--- src/rtl/seven_segment_pkg.sv ---
// Shared types and glyph constants for the seven-segment capture block.
// Glyphs are active-low with bit 6 = segment a down to bit 0 = segment g.
package seven_segment_pkg;

    typedef enum logic [1:0] {
        ST_WAIT    = 2'd0,
        ST_SETTLE  = 2'd1,
        ST_CAPTURE = 2'd2
    } state_t;

    localparam logic [0:15][6:0] GLYPH_TABLE = {
        7'b0000001, 7'b1001111, 7'b0010010, 7'b0000110,
        7'b1001100, 7'b0100100, 7'b0100000, 7'b0001111,
        7'b0000000, 7'b0000100, 7'b0001000, 7'b1100000,
        7'b0110001, 7'b1000010, 7'b0110000, 7'b0111000
    };

    localparam logic [6:0] GLYPH_BLANK = 7'b1111111;

    function automatic logic digit_sel_valid(input logic [3:0] an);
        return (an == 4'b1110) || (an == 4'b1101) ||
               (an == 4'b1011) || (an == 4'b0111);
    endfunction

    function automatic logic [1:0] digit_index(input logic [3:0] an);
        logic [1:0] idx;
        idx = 2'd0;
        case (an)
            4'b1101: idx = 2'd1;
            4'b1011: idx = 2'd2;
            4'b0111: idx = 2'd3;
            default: idx = 2'd0;
        endcase
        return idx;
    endfunction

endpackage

--- src/rtl/seven_segment_glyph_decoder.sv ---
// Combinational glyph-to-nibble lookup with a legal flag.
// With SEG_CAPTURE_BLANK_EN defined the all-off glyph is legal and flagged as blank.
module seven_segment_glyph_decoder
    import seven_segment_pkg::*;
(
    input  logic [6:0] ca,
`ifdef SEG_CAPTURE_BLANK_EN
    output logic       blank,
`endif
    output logic [3:0] nibble,
    output logic       legal
);

    logic [15:0] hit;

    genvar gi;
    generate
        for (gi = 0; gi < 16; gi++) begin : g_match
            assign hit[gi] = (ca == GLYPH_TABLE[gi]);
        end
    endgenerate

    always_comb begin
        nibble = 4'd0;
        for (int i = 0; i < 16; i++) begin
            if (hit[i]) begin
                nibble = 4'(i);
            end
        end
    end

`ifdef SEG_CAPTURE_BLANK_EN
    assign blank = (ca == GLYPH_BLANK);
    assign legal = (|hit) | blank;
`else
    assign legal = |hit;
`endif

endmodule

--- src/rtl/seven_segment_capture.sv ---
// Recovers a 4-digit hex frame by sniffing a multiplexed seven-segment display bus.
// Optional SEG_CAPTURE_BLANK_EN accepts the all-off glyph and reports it on blank_mask.
module seven_segment_capture
    import seven_segment_pkg::*;
#(
    parameter int STABLE_CYCLES  = 16,
    parameter int TIMEOUT_CYCLES = 1048576
) (
    input  logic        clk,
    input  logic        clr,
    input  logic [3:0]  an,
    input  logic [6:0]  ca,
    output logic [15:0] frame,
    output logic        frame_valid,
    input  logic        frame_ready,
    output logic        seg_err,
    output logic        overrun,
    output logic        stalled
`ifdef SEG_CAPTURE_BLANK_EN
    ,
    output logic [3:0]  blank_mask
`endif
);

    localparam int SW = $clog2(STABLE_CYCLES + 1);
    localparam int TW = $clog2(TIMEOUT_CYCLES + 1);

    logic [3:0]    an_s1_q, an_s2_q, an_l_q;
    logic [6:0]    ca_s1_q, ca_s2_q, ca_l_q;
    state_t        state_q, state_d;
    logic [SW-1:0] count_q, count_d;
    logic          done_q, done_d;
    logic [3:0]    seen_q, seen_d;
    logic [15:0]   nib_q, nib_d;
    logic [15:0]   frame_q, frame_d;
    logic          fv_q, fv_d;
    logic          overrun_q, overrun_d;
    logic          seg_err_q, seg_err_d;
    logic [TW-1:0] idle_q, idle_d;
    logic [3:0]    blank_q, blank_d;
    logic [3:0]    bmask_q, bmask_d;

    logic          changed, sel_ok, capture_fire, dec_legal, dec_blank, clear_seen;
    logic [3:0]    dec_nibble;
    logic [1:0]    dig;

    // Two sync stages, then a third copy of the last sample for change detection.
    always_ff @(posedge clk or negedge clr) begin
        if (!clr) begin
            an_s1_q <= '1;
            an_s2_q <= '1;
            an_l_q  <= '1;
            ca_s1_q <= '1;
            ca_s2_q <= '1;
            ca_l_q  <= '1;
        end else begin
            an_s1_q <= an;
            an_s2_q <= an_s1_q;
            an_l_q  <= an_s2_q;
            ca_s1_q <= ca;
            ca_s2_q <= ca_s1_q;
            ca_l_q  <= ca_s2_q;
        end
    end

    assign changed = (an_s2_q != an_l_q) || (ca_s2_q != ca_l_q);
    assign sel_ok  = digit_sel_valid(an_s2_q);

    always_ff @(posedge clk or negedge clr) begin
        if (!clr) begin
            state_q <= ST_WAIT;
            count_q <= '0;
            done_q  <= 1'b0;
        end else begin
            state_q <= state_d;
            count_q <= count_d;
            done_q  <= done_d;
        end
    end

    always_comb begin
        state_d = state_q;
        count_d = count_q;
        case (state_q)
            ST_WAIT: begin
                if (sel_ok) begin
                    state_d = ST_SETTLE;
                    count_d = SW'(1);
                end
            end
            ST_SETTLE: begin
                if (!sel_ok) begin
                    state_d = ST_WAIT;
                    count_d = '0;
                end else if (changed) begin
                    count_d = SW'(1);
                end else if (count_q >= SW'(STABLE_CYCLES)) begin
                    state_d = ST_CAPTURE;
                    count_d = '0;
                end else begin
                    count_d = count_q + SW'(1);
                end
            end
            ST_CAPTURE: begin
                if (changed) begin
                    state_d = ST_WAIT;
                end
            end
            default: begin
                state_d = ST_WAIT;
                count_d = '0;
            end
        endcase
    end

    // done_q blocks a second decode while the same glyph stays on the bus.
    always_comb begin
        done_d       = (state_q == ST_CAPTURE) && (state_d == ST_CAPTURE);
        capture_fire = (state_q == ST_CAPTURE) && !done_q;
    end

    // The last-sample copy still holds the stable glyph on the decode cycle.
    assign dig = digit_index(an_l_q);

    seven_segment_glyph_decoder u_decoder (
        .ca     (ca_l_q),
`ifdef SEG_CAPTURE_BLANK_EN
        .blank  (dec_blank),
`endif
        .nibble (dec_nibble),
        .legal  (dec_legal)
    );

`ifndef SEG_CAPTURE_BLANK_EN
    assign dec_blank = 1'b0;
`endif

    always_comb begin
        frame_d    = frame_q;
        fv_d       = fv_q;
        overrun_d  = overrun_q;
        bmask_d    = bmask_q;
        clear_seen = 1'b0;
        // Acceptance wins over loading; the completed frame waits one cycle.
        if (seen_q == 4'hF) begin
            if (!fv_q) begin
                frame_d    = nib_q;
                bmask_d    = blank_q;
                fv_d       = 1'b1;
                clear_seen = 1'b1;
            end else if (frame_ready) begin
                fv_d = 1'b0;
            end else begin
                overrun_d  = 1'b1;
                clear_seen = 1'b1;
            end
        end else if (fv_q && frame_ready) begin
            fv_d = 1'b0;
        end

        seen_d    = clear_seen ? 4'h0 : seen_q;
        nib_d     = nib_q;
        blank_d   = blank_q;
        seg_err_d = 1'b0;
        if (capture_fire) begin
            if (dec_legal) begin
                seen_d[dig]           = 1'b1;
                nib_d[{dig, 2'b00} +: 4] = dec_nibble;
                blank_d[dig]          = dec_blank;
            end else begin
                seg_err_d = 1'b1;
            end
        end

        if (capture_fire) begin
            idle_d = '0;
        end else if (idle_q == TW'(TIMEOUT_CYCLES)) begin
            idle_d = idle_q;
        end else begin
            idle_d = idle_q + TW'(1);
        end
    end

    always_ff @(posedge clk or negedge clr) begin
        if (!clr) begin
            seen_q    <= '0;
            nib_q     <= '0;
            frame_q   <= '0;
            fv_q      <= 1'b0;
            overrun_q <= 1'b0;
            seg_err_q <= 1'b0;
            idle_q    <= '0;
            blank_q   <= '0;
            bmask_q   <= '0;
        end else begin
            seen_q    <= seen_d;
            nib_q     <= nib_d;
            frame_q   <= frame_d;
            fv_q      <= fv_d;
            overrun_q <= overrun_d;
            seg_err_q <= seg_err_d;
            idle_q    <= idle_d;
            blank_q   <= blank_d;
            bmask_q   <= bmask_d;
        end
    end

    assign frame       = frame_q;
    assign frame_valid = fv_q;
    assign overrun     = overrun_q;
    assign seg_err     = seg_err_q;
    assign stalled     = (idle_q == TW'(TIMEOUT_CYCLES));
`ifdef SEG_CAPTURE_BLANK_EN
    assign blank_mask  = bmask_q;
`endif

endmodule

--- config.mk ---
export PLATFORM = sky130hd
export DESIGN_NAME = seven_segment_capture
export DESIGN_NICKNAME = d
export VERILOG_FILES = /design/src/rtl/seven_segment_pkg.sv /design/src/rtl/seven_segment_glyph_decoder.sv /design/src/rtl/seven_segment_capture.sv
export SDC_FILE = /design/constraint.sdc
export NUM_CORES = 1
export LEC_CHECK = 0
export BUFFER_PORTS_ARGS = -buffer_cell sky130_fd_sc_hd__buf_2
export CELL_PAD_IN_SITES_DETAIL_PLACEMENT = 1
export CELL_PAD_IN_SITES_GLOBAL_PLACEMENT = 1
export CORE_ASPECT_RATIO = 0.6
export CORE_UTILIZATION = 51
export DETAILED_ROUTE_END_ITERATION = 10
export MAX_ROUTING_LAYER = met4
export PLACE_DENSITY_LB_ADDON = 0.08
export SLEW_MARGIN = 10
export SYNTH_ARGS = -nofsm -noshare
export SYNTH_HDL_FRONTEND = slang
export SYNTH_HIERARCHICAL = 1
export SYNTH_SLANG_ARGS = --single-unit
--- constraint.sdc ---
create_clock -name clk -period 7.6 [get_ports clk]
set_input_delay 1.52 -clock clk [delete_from_list [all_inputs] [get_ports clk]]
set_output_delay 1.52 -clock clk [all_outputs]
set_load 0.1 [all_outputs]
# == After elaboration in Yosys (flattened, before gate mapping) ==
# Index checks and enable logic that the tools add are counted.
# totals
wordCells,118
regBits,101
output_inout_bits,20
# op_classes
reduce_logical,17
add_sub_neg,3
bitwise,4
shift,2
n_lt_le_gt_ge,3
n_mux,42
n_eq_ne,31
# ops
cell,count
2-to-1 mux 4 bit,11
2-to-1 mux 21 bit,2
equality test 7 x 6 -> 1 bit (second input constant),5
equality test 7 bit (second input constant),4
equality test 4 bit (second input constant),6
adder 21 x 1 -> 21 bit (second input constant),1
equality test 21 bit (second input constant),1
2-to-1 mux 5 bit,4
bitwise mux 16 bit,1
OR reduction 16 bit,1
variable shift 4 x 6 -> 16 bit (first input constant),1
variable part select 4 x 6 -> 16 bit,1
one-hot mux 5 bit (3 select lines),1
equality test 7 x 3 -> 1 bit (second input constant),2
equality test 7 x 4 -> 1 bit (second input constant),2
2-to-1 mux 2 bit,7
2-to-1 mux 3 bit,4
one-hot mux 2 bit (3 select lines),2
2-to-1 mux 1 bit,9
equality test 4 x 3 -> 1 bit (second input constant),2
equality test 7 x 1 -> 1 bit (second input constant),1
equality test 7 x 5 -> 1 bit (second input constant),1
logical NOT 7 bit,1
inequality test 7 bit,1
20 further kinds,31

# == Logic depth before layout (Yosys ltp) ==
# logic_depth
ltp_word,18
ltp_mapped,9

# == Modules after synthesis ==
# Netlist, hierarchy kept.
# by_module_without_submodules
mod,instances,seq_area_each_um2,cells_per_inst,area_per_inst_um2
seven_segment_capture,1,2568.7,344,4151.5
seven_segment_glyph_decoder,1,0.0,59,342.8

# == Worst setup path after synthesis ==
# Ideal clock, no wire load.
# synth_timing
kind,flip-flop to output port
from,reg idle_q[0]
to,out stalled
required_ns,6.080
n_path_buf,0
arrival_time_ns,2.321
setup_slack_ns,3.759
stages_incl_launch_ff,6
path_cell_list,dfrtp_1 -> inv_1 -> ha_1 -> nor4b_1 -> nand3_1 -> nor2_1
# synth_via
elab_chain_cells,1
# synth_lines
element,line_no,source
start: declaration,seven_segment_capture.sv:39,"logic [TW-1:0] idle_q, idle_d;"
start signal: assignment,seven_segment_capture.sv:202,idle_q <= idle_d;
equality test 21 bit,seven_segment_capture.sv:212,assign stalled = (idle_q == TW'(TIMEOUT_CYCLES));
end: declaration,seven_segment_capture.sv:18,output logic stalled
# Every way passes these cells.

# == Worst setup path in the final report ==
# Ends and elaborated chain as after synthesis.

==> metrics.log <==
[metrics] number of antenna violations at the first check in global routing: 0
[metrics] worst r2r dst: nib_q[12]
[metrics] Final Setup Violations: 0
[metrics] 1st-pass router iterations: 4
[metrics] Placeable Area: 8523 um^2
[metrics] # resized after CTS: 0
[metrics] setup fix buffers added after clock tree synthesis: 0
[metrics] Final Wtd Congestion: 0.8000
[metrics] number of cell rows: 26
[metrics] Slew HR: 0.2396
[metrics] number of buffer cells added on primary ports: 33
[metrics] list of cells traversed by the critical path: inv_1 -> ha_1 -> nor4b_1 -> nand3_1 -> nor2_1 -> buf_2
[metrics] clk_lat worst skew: 0.34 ns
[metrics] overall die area: 9204 um^2
[metrics] clock sink count: 101
[metrics] cell type group with the largest total delay on the critical path: simple AND/OR/NAND/NOR gates
[metrics] Worst R2R Setup Slack: 4.77 ns
[metrics] worst hold path endpoint: ca_s2_q[1]
[metrics] sequential share of the synthesized area: 0.5715
[metrics] Worst-path clk slew: 0.07 ns
[metrics] root buffer cell: clkbuf_16
[metrics] Worst Hold Launch: ca_s1_q[1]
[metrics] count of cells along the worst hold path: 0
[metrics] period utilisation layout: 0.4900
[metrics] depth of the most critical reg-to-reg path: 8
[metrics] aggregate global routing overflow: 0
[metrics] power per standard cell area: 223.0 nW/um^2
[metrics] Yosys reg bits: 101
[metrics] Max Fclk: 268.5 MHz
[metrics] Pleak: 2.325 nW
[metrics] most common flop cell mapped by yosys: dfrtp_1
[metrics] data required time at the worst endpoint: 6.08 ns
[metrics] Vias per Instance: 5.558
[metrics] share of total power in combinational logic: 0.038
[metrics] clk buf depth: 2
[metrics] RSZ-0062 raised after global routing: no
[metrics] post-synth net total: 428
[metrics] switch share: 0.2103
[metrics] CP Capture Type: output pin
[metrics] FF-to-FF Start: ca_l_q[4]
[metrics] switching power: 0.2396 mW
[metrics] GR Util All Layers: 0.2411
[metrics] number of global-route vias before repair: 3025
[metrics] Routed WL per cell: 17.69 um
[metrics] Slowest-stage cell, CP: buf_2
[metrics] Final TNS setup: 0 ns
[metrics] gate count of the mapped netlist: 403
[metrics] final worst slack: 3.876 ns
[metrics] Area Growth Syn to Fin: 13.70%
[metrics] post-synth design cell area: 4494 um^2
[metrics] number of primary I/O pins: 34
[metrics] routed wire length: 9.800 mm
[metrics] post-DP HPWL: 6.611 mm
[metrics] post-synthesis average cell area: 11.15 um^2
[metrics] Antenna Diode Count: 0
[metrics] TritonCTS Buffers: 9
[metrics] worst hold path class: flip-flop to flip-flop
[metrics] worst slack, placed: 4.283 ns
[metrics] highest net fanout along the worst path: 4
[metrics] initial detailed-routing violation count: 131
[metrics] Worst Path Arrival: 2.20 ns
[metrics] fraction of met2 tracks used by global routing: 0.3662
[metrics] maximum number of pins on one net before global-route repair: 76
[metrics] fraction of power consumed by sequential logic: 0.501
[metrics] die boundary width: 123.2 um
[metrics] CP Buf/Inv Count: 2
[metrics] number of library cell types mapped by synthesis: 53
[metrics] Remaining DRCs: 0
[metrics] H-tree depth reported by CTS: 3
[metrics] final antenna-violating net count: 0
[metrics] worst clock skew on the final layout: 0.005416 ns
[metrics] final hold violations: 0
[metrics] category of the worst setup path launch point: flip-flop
[metrics] WHS: 0.3565 ns
[metrics] number of max-capacitance violations reported: 0
[metrics] TritonCTS clock tree: yes
[metrics] total of warnings raised by yosys: 6
[metrics] highest-utilization routing layer at the global route stage: met2
[metrics] relative contribution of the clock network to total power: 0.461
[metrics] asr flop ratio synth: 1.000
[metrics] IR drop worst, VDD: 0.1387 mV
[metrics] met3 Resource Use GR: 0.06364
[metrics] met1 track utilization from global routing: 0.3269
[metrics] ratio of cells with drive above 1 in the final layout: 0.2421
[metrics] Final nets: 462
[metrics] via count: 3079
[metrics] wire length of the first global-routing pass: 15.99 mm
[metrics] cell-internal power: 0.8998 mW
[metrics] number of slew-limit violations in the final report: 0
[metrics] Post-synth EDFFs: 0
[metrics] worst setup path category: flip-flop to output pin
[metrics] Worst path max stage delay: 0.49 ns
[metrics] worst slew pin tran: 1.126 ns
[metrics] Die Y-Extent: 74.72 um
[metrics] run status: complete, no violations
[metrics] hold buffer count at CTS: 0
[metrics] Tmin final: 3.724 ns
[metrics] initial core utilization: 0.5273
## cell type report
type | count | area [um^2]
Tap cell | 112 | 140.1
Clock inverter | 4 | 73.82
Clock buffer | 12 | 279.0
Sequential cell | 101 | 2569
Fill cell | 919 | 3413
Inverter | 7 | 26.28
Multi-Input combinational cell | 283 | 1839
Timing Repair Buffer | 35 | 182.7
## metal layers
metal / part of all wire / vias up
met3: 0.039 / 8
li1: - / 1471
met5: 0 / -
met4: 0.0083 / 0
met1: 0.48 / 1549
met2: 0.47 / 51
## synth_stat cells (all sizes together), types with 3 or more instances
library cell  instances  area, um^2
and2                  3       18.77
ha                   11       137.6
xor2                 26       227.7
nand2                51       191.4
nand3                17       85.08
inv                   7       26.28
a21oi                 6       30.03
nand2b                6       37.54
a31o                  4       35.03
nor3                 11       55.05
and3                  9       56.30
and4                  3       30.03
clkbuf                7       26.28
or3                   4       25.02
nor4                  6       43.79
dfstp                33       867.1
nand4b                3       26.28
nor3b                 4       35.03
buf                   5       36.28
nor2b                 3       26.27
dfrtp                68        1702
mux2                 16       180.2
nor2                 37       138.9
a22o                  3       26.28
nand4                 6       67.56
o21ai                25       125.1
xnor2                 8       70.07
## sequential cells by signal (all words and copies together), names as in the netlist
name	count
ca_l_q	7
an_l_q	4
count_q	5
seg_err	1
ca_s1_q	7
frame	16
frame_valid	1
overrun	1
an_s1_q	4
ca_s2_q	7
an_s2_q	4
idle_q	21
seen_q	4
done_q	1
nib_q	16
state_q	2
## kinds of logic after synthesis
group	synth area share
AO/OA/AOI/OAI	0.07155
XOR/XNOR	0.06626
adder cells (fa/ha/maj)	0.03062
buffers and inverters	0.01977
flip-flops	0.5715
multiplexers	0.04232
AND/OR/NAND/NOR	0.1979
## placed cells by master, fill, tap and decap left out, types with 16 or more instances in the layout
cell     instances
dfrtp_1         68
nand2_1         51
nor2_1          36
dfstp_2         33
buf_2           32
xor2_1          26
nand3_1         17
o21ai_1         16
mux2_2          16
## power groups by stage
stage / combinational (mW) / sequential (mW) / clock [mW]
after floorplan: 0.0291 / 0.571 / 0
after global placement: 0.0412 / 0.579 / 0
after detailed placement: 0.0437 / 0.580 / 0
after CTS: 0.0443 / 0.571 / 0.538
after global routing: 0.0498 / 0.573 / 0.557
final: 0.0431 / 0.571 / 0.525
## stage by stage
| stage | utilization | power (mW) | area (um^2) | cells |
|---|---|---|---|---|
| after floorplan | - | 0.6003 | 4494 | 403 |
| after global placement | 0.5578 | 0.6203 | 4755 | 538 |
| after detailed placement | 0.5578 | 0.6238 | 4755 | 538 |
| after CTS | 0.5992 | 1.153 | 5107 | 554 |
| after global routing | 0.5995 | 1.179 | 5110 | 554 |
| final | 0.5995 | 1.139 | 5110 | 554 |
## worst max path at each step
| stage | to | depth (start not counted) | slack [ns] | start |
|---|---|---|---|---|
| floorplan | stalled | 5 | 3.76 | idle_q[0] |
| global placement | stalled | 6 | 4.34 | idle_q[0] |
| detailed placement | stalled | 6 | 4.28 | idle_q[0] |
| CTS | stalled | 6 | 3.88 | idle_q[0] |
| global route | stalled | 6 | 3.71 | idle_q[0] |
| finish | stalled | 6 | 3.88 | idle_q[0] |
Note: power is estimated with default switching activity, not from simulation.
